==> src/rtl/mdu_pkg.sv <==
// Shared definitions for the multiply/divide unit: opcodes, FSM states, iteration count
// and two's-complement helpers.
package mdu_pkg;

    localparam int unsigned IterCount = 32;

    typedef enum logic [2:0] {
        MduNop   = 3'd0,
        MduMult  = 3'd1,
        MduMultu = 3'd2,
        MduDiv   = 3'd3,
        MduDivu  = 3'd4,
        MduMthi  = 3'd5,
        MduMtlo  = 3'd6
    } mdu_op_e;

    typedef enum logic [1:0] {
        StIdle = 2'd0,
        StRun  = 2'd1,
        StFix  = 2'd2
    } state_e;

    function automatic logic [31:0] neg32(input logic [31:0] x);
        return ~x + 32'd1;
    endfunction

    function automatic logic [63:0] neg64(input logic [63:0] x);
        return ~x + 64'd1;
    endfunction

endpackage

==> src/rtl/mdu_if.sv <==
// Operand/control/result bundle between the datapath controller and the MDU.
interface mdu_if;
    logic [31:0] A;
    logic [31:0] B;
    logic [2:0]  MDUOp;
    logic        Start;
    logic        Busy;
    logic [31:0] HI;
    logic [31:0] LO;

    modport master (
        output A, B, MDUOp, Start,
        input  Busy, HI, LO
    );

    modport slave (
        input  A, B, MDUOp, Start,
        output Busy, HI, LO
    );
endinterface

==> src/rtl/mdu_iter.sv <==
// One iteration of the unsigned multiply/divide datapath on a 65-bit accumulator.
// Multiply: acc = {partial product, multiplier}, shift-add right.
// Divide:   acc = {partial remainder, dividend/quotient}, restoring shift-subtract left.
module mdu_iter (
    input  logic [64:0] acc_i,
    input  logic [31:0] opnd_i,
    input  logic        is_div_i,
    output logic [64:0] acc_o
);

    logic [32:0] sum;
    logic [32:0] diff;
    logic        no_borrow;

    // Select shift-add or shift-subtract result for this cycle
    always_comb begin
        sum       = acc_i[64:32] + {1'b0, (acc_i[0] ? opnd_i : 32'd0)};
        // Shifted remainder window is acc_i[64:31]; bit 64 set means it already exceeds opnd
        diff      = acc_i[63:31] - {1'b0, opnd_i};
        no_borrow = acc_i[64] | (acc_i[63:31] >= {1'b0, opnd_i});
        if (is_div_i) begin
            acc_o = no_borrow ? {diff, acc_i[30:0], 1'b1} : {acc_i[63:0], 1'b0};
        end else begin
            acc_o = {1'b0, sum, acc_i[31:1]};
        end
    end

endmodule

==> src/rtl/mdu.sv <==
// Iterative MULT/MULTU/DIV/DIVU unit with HI/LO registers and single-cycle MTHI/MTLO.
// Operands are reduced to magnitudes on accept, iterated 32 times, then sign-fixed on write.
module mdu
    import mdu_pkg::*;
(
    input logic  clk,
    input logic  rstn,
    mdu_if.slave bus
);

    localparam logic [5:0] CntLast = 6'(IterCount - 1);

    state_e      state_q, state_d;
    logic [5:0]  cnt_q, cnt_d;
    logic [64:0] acc_q, acc_d, acc_step;
    logic [31:0] opnd_q, opnd_d;
    logic        is_div_q, is_div_d;
    logic        neg_res_q, neg_res_d;
    logic        neg_rem_q, neg_rem_d;
    logic        div0_q, div0_d;
    logic [31:0] hi_q, hi_d;
    logic [31:0] lo_q, lo_d;

    logic        op_signed, op_div, a_neg, b_neg;
    logic [31:0] a_mag, b_mag;
    logic [63:0] prod_fix;
    logic [31:0] quo_fix, rem_fix;

    mdu_iter u_iter (
        .acc_i    (acc_q),
        .opnd_i   (opnd_q),
        .is_div_i (is_div_q),
        .acc_o    (acc_step)
    );

    // Operand magnitudes on accept and sign-corrected results for the FIX write
    always_comb begin
        op_signed = (bus.MDUOp == MduMult) || (bus.MDUOp == MduDiv);
        op_div    = (bus.MDUOp == MduDiv) || (bus.MDUOp == MduDivu);
        a_neg     = op_signed & bus.A[31];
        b_neg     = op_signed & bus.B[31];
        a_mag     = a_neg ? neg32(bus.A) : bus.A;
        b_mag     = b_neg ? neg32(bus.B) : bus.B;

        prod_fix  = neg_res_q ? neg64(acc_q[63:0]) : acc_q[63:0];
        quo_fix   = div0_q ? 32'hFFFF_FFFF : (neg_res_q ? neg32(acc_q[31:0]) : acc_q[31:0]);
        // On divide-by-zero the remainder is the dividend magnitude, so this restores A
        rem_fix   = neg_rem_q ? neg32(acc_q[63:32]) : acc_q[63:32];
    end

    // FSM next state, iteration control and HI/LO updates
    always_comb begin
        state_d   = state_q;
        cnt_d     = cnt_q;
        acc_d     = acc_q;
        opnd_d    = opnd_q;
        is_div_d  = is_div_q;
        neg_res_d = neg_res_q;
        neg_rem_d = neg_rem_q;
        div0_d    = div0_q;
        hi_d      = hi_q;
        lo_d      = lo_q;

        unique case (state_q)
            StIdle: begin
                if (bus.Start) begin
                    case (bus.MDUOp)
                        MduMult, MduMultu, MduDiv, MduDivu: begin
                            state_d   = StRun;
                            cnt_d     = 6'd0;
                            is_div_d  = op_div;
                            acc_d     = {33'd0, (op_div ? a_mag : b_mag)};
                            opnd_d    = op_div ? b_mag : a_mag;
                            neg_res_d = a_neg ^ b_neg;
                            neg_rem_d = op_div & a_neg;
                            div0_d    = op_div & (bus.B == 32'd0);
                        end
                        MduMthi: hi_d = bus.A;
                        MduMtlo: lo_d = bus.A;
                        default: ;
                    endcase
                end
            end
            StRun: begin
                acc_d = acc_step;
                cnt_d = cnt_q + 6'd1;
                if (cnt_q == CntLast) begin
                    state_d = StFix;
                end
            end
            StFix: begin
                state_d = StIdle;
                if (is_div_q) begin
                    hi_d = rem_fix;
                    lo_d = quo_fix;
                end else begin
                    hi_d = prod_fix[63:32];
                    lo_d = prod_fix[31:0];
                end
            end
            default: state_d = StIdle;
        endcase
    end

    // State and result registers; reset discards any in-flight operation
    always_ff @(posedge clk or negedge rstn) begin
        if (!rstn) begin
            state_q   <= StIdle;
            cnt_q     <= 6'd0;
            acc_q     <= 65'd0;
            opnd_q    <= 32'd0;
            is_div_q  <= 1'b0;
            neg_res_q <= 1'b0;
            neg_rem_q <= 1'b0;
            div0_q    <= 1'b0;
            hi_q      <= 32'd0;
            lo_q      <= 32'd0;
        end else begin
            state_q   <= state_d;
            cnt_q     <= cnt_d;
            acc_q     <= acc_d;
            opnd_q    <= opnd_d;
            is_div_q  <= is_div_d;
            neg_res_q <= neg_res_d;
            neg_rem_q <= neg_rem_d;
            div0_q    <= div0_d;
            hi_q      <= hi_d;
            lo_q      <= lo_d;
        end
    end

    assign bus.Busy = (state_q != StIdle);
    assign bus.HI   = hi_q;
    assign bus.LO   = lo_q;

endmodule

==> src/flat_wrapper.sv <==
// flat-port wrapper written by rule: the top's interface ports become plain ports
module mdu_flat import mdu_pkg::*;
  (clk, rstn, bus_A, bus_B, bus_MDUOp, bus_Start, bus_Busy, bus_HI, bus_LO);
  mdu_if bus_i ();
  input logic clk;
  input logic rstn;
  input wire logic [$bits(bus_i.A)-1:0] bus_A;
  input wire logic [$bits(bus_i.B)-1:0] bus_B;
  input wire logic [$bits(bus_i.MDUOp)-1:0] bus_MDUOp;
  input wire logic [$bits(bus_i.Start)-1:0] bus_Start;
  output wire logic [$bits(bus_i.Busy)-1:0] bus_Busy;
  output wire logic [$bits(bus_i.HI)-1:0] bus_HI;
  output wire logic [$bits(bus_i.LO)-1:0] bus_LO;
  assign bus_i.A = bus_A;
  assign bus_i.B = bus_B;
  assign bus_i.MDUOp = bus_MDUOp;
  assign bus_i.Start = bus_Start;
  assign bus_Busy = bus_i.Busy;
  assign bus_HI = bus_i.HI;
  assign bus_LO = bus_i.LO;
  mdu u_core (.clk(clk), .rstn(rstn), .bus(bus_i));
endmodule
==> config.mk <==
export PLATFORM = sky130hd
export DESIGN_NAME = mdu_flat
export DESIGN_NICKNAME = d
export VERILOG_FILES = /design/src/rtl/mdu_pkg.sv /design/src/rtl/mdu_if.sv /design/src/rtl/mdu_iter.sv /design/src/rtl/mdu.sv /design/src/flat_wrapper.sv
export SDC_FILE = /design/constraint.sdc
export NUM_CORES = 1
export LEC_CHECK = 0
export CAP_MARGIN = 20
export CORE_ASPECT_RATIO = 1.25
export CORE_MARGIN = 2
export CORE_UTILIZATION = 55
export CTS_BUF_LIST = sky130_fd_sc_hd__clkbuf_4
export DETAILED_ROUTE_END_ITERATION = 16
export HOLD_SLACK_MARGIN = 0.12
export PLACE_DENSITY = 0.82
export SYNTH_ARGS = -nofsm -noshare
export SYNTH_HDL_FRONTEND = slang
export SYNTH_SLANG_ARGS = --single-unit
==> constraint.sdc <==
create_clock -name clk -period 6.15 [get_ports clk]
set_clock_uncertainty 0.2 [all_clocks]
set_input_delay 0.615 -clock clk [delete_from_list [all_inputs] [get_ports clk]]
set_output_delay 0.615 -clock clk [all_outputs]
set_load 0.01 [all_outputs]
* Word level (Yosys, flattened, before mapping) *
Index checks and enable logic that the tools add are counted.

storage, ports and cells
  register bits = 173
  output and inout bits = 65
  input bits = 70
  logic and storage cells = 86

cells by class
  $lt $le $gt $ge = 1
  eq/ne operators = 14
  bitwise gates (word level) = 11
  multiplexer cells = 29
  add/sub/neg operators = 8
  reductions and logical operators = 13

operators with widths
  cell                   count
  $mux 32                14
  $mux 65                4
  $pmux 65 s2            1
  $add 32x1->32 const B  4
  $not 32->32            4
  $pmux 32 s2            2
  $add 64x1->64 const B  1
  $mux 64                1
  $not 64->64            1
  $add 33x32->33         1
  $ge 33x32->1           1
  $sub 33x32->33         1
  $logic_not 32->1       1
  $reduce_and 3->1       5
  $mux 6                 2
  $pmux 6 s2             1
  $eq 3x3->1 const B     3
  $ne 2x2->1 const B     4
  $add 6x1->6 const B    1
  $eq 3x2->1 const B     2
  $eq 6x5->1 const B     1
  $mux 2                 3
  $reduce_bool 2->1      3
  $and 1x1->1            4
  10 further kinds       11

* Depth between registers and ports, before layout *
  depth after elaboration = 8
  depth in mapped cells = 14

* Cells and area by module *
A second synthesis with hierarchy kept.

second synthesis, totals
  cells, all modules = 1,981
  area total of the unflattened synthesis = 15,956.6 µm²

by module, submodules not included
  module    cells an instance  sequential area each (µm²)  instances  area each (µm²)
  mdu       1,270              4,329.2                     1          11,194.5
  mdu_iter  711                0.0                         1          4,762.1

* Worst setup path after synthesis *
Ideal clock, no wire load.

  path type = reg-to-reg
  start point = register u_core.acc_q[31]
  end point = register u_core.acc_q[64]
  path buffers = 1
  setup time = 0.124 ns
  period minus slack after synthesis = 3.397 ns
  data arrival time = 3.073 ns
  cell stages (with the launch flop) = 15
  required time = 5.826 ns
  slack = 2.753 ns
  cells stage by stage = dfrtp_1 -> clkbuf_1 -> inv_1 -> ha_1 -> inv_1 -> fa_1 -> a21o_1 -> a311o_1 -> a2111oi_4 -> nor3_1 -> nor4b_2 -> o21ai_0 -> a211oi_2 -> xnor2_1 -> o21ai_1

on the way
  word-level cells in the longest chain between the ends = 5

RTL lines
  item                      RTL line        text
  start: declaration        mdu.sv:15       logic [64:0] acc_q, acc_d, acc_step;
  start signal: assignment  mdu.sv:110      acc_q <= 65'd0;
  start signal: assignment  mdu.sv:121      acc_q <= acc_d;
  $ge 33x32->1              mdu_iter.sv:20  no_borrow = acc_i[64] | (acc_i[63:31] >= {1'b0, opnd_i});
  $or 1x1->1                mdu_iter.sv:20
  $mux 65 *                 mdu_iter.sv:22  acc_o = no_borrow ? {diff, acc_i[30:0], 1'b1} : {acc_i[63:0], 1'b0};
  $mux 65 *                 mdu_iter.sv:21  if (is_div_i) begin
  $pmux 65 s2 *             mdu.sv:64       unique case (state_q)

Every way passes the cells marked *; elsewhere a longest branch is shown, timed or not.
A chain may end at the register's enable or synchronous reset.

* Worst setup path in the final report *
  start point = register u_core.acc_q[38]
  end point = register u_core.acc_q[36]

on the way
  word-level cells in the longest chain between the ends = 5

RTL lines
  item          RTL line
  $ge 33x32->1  mdu_iter.sv:20
  $or 1x1->1    mdu_iter.sv:20
  $mux 65       mdu_iter.sv:22
  $mux 65       mdu_iter.sv:21
  $pmux 65 s2   mdu.sv:64

Every way passes these cells.

==> results.md <==
- Vias in the first global route: 14.84k
- PostCTS Resize Cnt: 0
- First-pass GRT wire length: roughly 80000 um
- Peak Freq: 242.0 MHz
- Post-synth EDFFs: 0
- CP Class: flip-flop to flip-flop
- FF+latch count, synth: around 170
- Largest net degree at the start of global routing: around 120
- IO Pins: 135
- Mapped Cells: between 1.5k and 2k
- Overflow left after global routing: 0
- Initial core utilization: between 50 and 60%
- DRC errors left: 0
- Hold_sp: u_core.cnt_q[5]
- Register area share after synthesis: about 28%
- WL final: between 50000 and 60000 um
- Final Power: ~11 mW
- Ys Warns: 0
- Reg-to-reg startpoint: u_core.acc_q[38]
- Hold path endpoint: u_core.state_q[1]
- Leakage power: approximately 7 nW
- Post-DP HPWL: about 39000 um
- Inst Count DP: roughly 2.3k
- Fin cells: ~2.4k
- Net count after synthesis: approximately 2.1k
- Drt initial violations: between 1.5k and 2k
- Die X: about 150 um
- Reg2Reg Setup Slack: approximately 2 ns
- Clock sink total: approximately 170
- Slowest stage cell, crit path: dfrtp_1
- Worst slew margin relative to its limit: 34.40%
- Synthesized area per cell: ~7.8 um^2
- Minimum clock period: just over 4 ns
- Num CTS Buffers: 17
- Pre-CTS setup slack: 2.083 ns
- Setup violators final: 0
- Delay-heaviest family, CP: compound AO/OA/AOI/OAI gates
- Max Cap Viol: 0
- Top FF cell, synth: dfrtp_1
- GPL Wtd Cong: about 1.0
- Die area: around 29000 um^2
- M1 GR Usage: 41.24%
- CTS tree: built
- Final max-slew violation count: 0
- Largest stage delay, worst path: ~0.75 ns
- TritonRoute pass-1 iters: 6
- Worst Setup End Kind: flip-flop
- Global Route Usage Sum: between 30 and 40%
- Max FO, Critical Path: 36
- Antenna violations before repair: 1
- Grt met3 use: under 10%
- Post-Syn Area: between 15000 and 20000 um^2
- RSZ-0062 raised after global routing: false
- HP Class: flip-flop to flip-flop
- Outcome: finished clean
- GR peak layer: met2
- CTS max path bufs: 2
- Core area: between 20000 and 30000 um^2
- Placement Rows: between 60 and 70
- PwrDens: 649.1 nW/um^2
- Worst Reg-to-Reg Cells: 11
- Signal arrival time at the worst endpoint: ~4.4 ns
- Fillers: 2367
- Synth async-reset ratio: 100.0%
- Port bufs: approximately 130
- RR Endpoint: u_core.acc_q[36]
- Total number of H-tree levels: 4
- Critical-path cell list: ha_1 -> and3_1 -> and4_1 -> a21boi_2 -> a21oi_2 -> o41ai_4 -> a21oi_4 -> buf_4 -> mux2_1 -> a21oi_1 -> o22ai_1
- Clock transition at the registers of the reported paths: approximately 0.15 ns
- Hold Path Depth: 1
- Netlist cell types: 87
- Final antenna-violating net count: 0
- Clk Latency, worst-skew pair: 0.62 ns
- Worst vdd ir: between 0.2 and 0.3 mV
- Met2 Usage GRT: 58.11%
- CP required: ~6.4 ns
- Final Cycle Share: roughly two thirds
- Worst path bufs/invs: 1
- Vias: 15.55k
- Worst slew pin tran: around 0.98 ns
- Setup TNS: 0 ns
- Die Ht: ~190 um
- Via-per-instance ratio: between 6 and 7
- Avg WL per Cell: roughly 22 um
- Layout cells sized above 1: under 10%
- Final net count: about 2.1k
- CP Launch Type: flip-flop
- Post-layout worst setup margin: ~2.0 ns
- CTS Root Cell: clkbuf_4
- Final Hold Vio Count: 0
- Worst path depth: 11
- Area grow syn2layout: 12.80%
==> routing by layer <==
metal	share of wire, %	wire length [um]	vias to the layer above
li1	-	-	7155
met4	7.4	3773	0
met3	8.0	4081	198
met2	48	24330	881
met1	37	19010	7313
met5	0	0	-
==> per-stage QoR <==
| step | instance area, um^2 | hold WS (ns) | util (%) |
|---|---|---|---|
| after global routing | 17140 | 0.2988 | 62.57 |
| after floorplan | 15200 | 0.1194 | - |
| final | 17140 | 0.2946 | 62.57 |
| after CTS | 17110 | 0.2997 | 62.46 |
| after global placement | 16690 | 0.2571 | 60.91 |
| after detailed placement | 16690 | 0.2700 | 60.91 |
==> cell families after synthesis <==
family	after synthesis	synth area share, %
DFF	173	28.49
buffers and inverters	189	4.718
adders and majority gates	71	5.944
xor gates and xnor gates	175	10.09
AOI/OAI and AO/OA	682	28.04
muxes	56	3.746
and+or+nand+nor	602	18.98
==> repair_timing <==
action                                 4_1_cts  5_1_grt
endpoints found under the hold margin      117        0
setup buffers                                0        0
hold buffers                                 1        0
==> cell type report <==
type                    instances  area, um^2  share of cell area [%]
clock inverters                12       265.3                   1.547
flip-flops and latches        173        4333                   25.28
clock buffers                  20       150.1                  0.8758
inverters                      61       229.0                   1.336
diodes                          1       2.502                 0.01460
repair buffers                154        1515                   8.839
well taps                     350       437.9                   2.555
multi-input cells            1586       10210                   59.56
==> power breakdown <==
group	total (mW)	internal [mW]	switching, mW
logic	7.63	3.32	4.31
registers	2.58	1.72	0.862
clock network	0.919	0.498	0.422
total	11.1	5.53	5.59
==> synth_stat cells, drive strengths merged, types with 8 or more instances <==
master | n | share of area, %
o21ai | 213 | 7.0
nand2 | 200 | 4.9
nor2 | 188 | 4.6
dfrtp | 173 | 28
a21oi | 164 | 5.5
clkbuf | 110 | 2.7
xnor2 | 102 | 5.9
xor2 | 73 | 4.2
ha | 69 | 5.7
inv | 61 | 1.5
mux2i | 49 | 3.2
a211oi | 47 | 2.4
a31oi | 38 | 1.6
nor3 | 33 | 1.3
o22ai | 33 | 1.4
o211ai | 28 | 1.4
a21o | 27 | 1.3
nand2b | 21 | 0.86
nand3 | 21 | 0.69
o31ai | 21 | 1.1
buf | 18 | 0.49
or3 | 18 | 0.74
nor4 | 17 | 0.74
a22oi | 15 | 0.74
nand4 | 15 | 0.62
or4 | 15 | 0.79
and2 | 14 | 0.58
nor2b | 12 | 0.49
o41ai | 12 | 0.82
a22o | 11 | 0.63
nand3b | 11 | 0.54
o21a | 11 | 0.55
and3 | 9 | 0.37
o31a | 9 | 0.52
o21bai | 8 | 0.40
==> registers in the layout, summed over array words and instances (netlist names) <==
| signal | cells |
|---|---|
| u_core.bus.HI | 32 |
| u_core.div0_q | 1 |
| u_core.neg_res_q | 1 |
| u_core.acc_q | 65 |
| u_core.cnt_q | 6 |
| u_core.state_q | 2 |
| u_core.bus.LO | 32 |
| u_core.opnd_q | 32 |
| u_core.neg_rem_q | 1 |
| u_core.is_div_q | 1 |
==> how the worst max path moves through the flow <==
stage / from / end / slack, ns
2_1_floorplan: u_core.acc_q[31] / u_core.acc_q[64] / 2.75
3_3_place_gp: bus_A[1] / u_core.opnd_q[24] / 2.14
3_5_place_dp: bus_A[1] / u_core.opnd_q[24] / 2.08
4_1_cts: u_core.acc_q[38] / u_core.acc_q[36] / 2.12
5_1_grt: u_core.acc_q[38] / u_core.acc_q[36] / 1.91
6_report: u_core.acc_q[38] / u_core.acc_q[36] / 2.02
==> placed cells by master (no fill, tap or decap), types with 20 or more instances in the layout <==
cell             instances
o21ai_0                152
nand2_1                200
a211oi_1                46
a21oi_1                162
clkdlybuf4s50_1        133
o22ai_1                 33
a21o_1                  27
ha_1                    69
o31ai_1                 20
a31oi_1                 38
o211ai_1                28
xnor2_1                102
nor2_1                 186
clkbuf_4                20
o21ai_1                 59
inv_1                   61
nand3_1                 21
dfrtp_1                172
nor3_1                  27
nand2b_1                21
mux2i_1                 49
xor2_1                  73
==> worst reg2reg max path: stages (launching register included) <==
cell	delay [ns]
dfrtp_1	0.75
ha_1	0.41
and3_1	0.26
and4_1	0.29
a21boi_2	0.20
a21oi_2	0.29
o41ai_4	0.18
a21oi_4	0.31
buf_4	0.47
mux2_1	0.39
a21oi_1	0.16
o22ai_1	0.10
No activity file was read; power rests on OpenSTA's default activity.
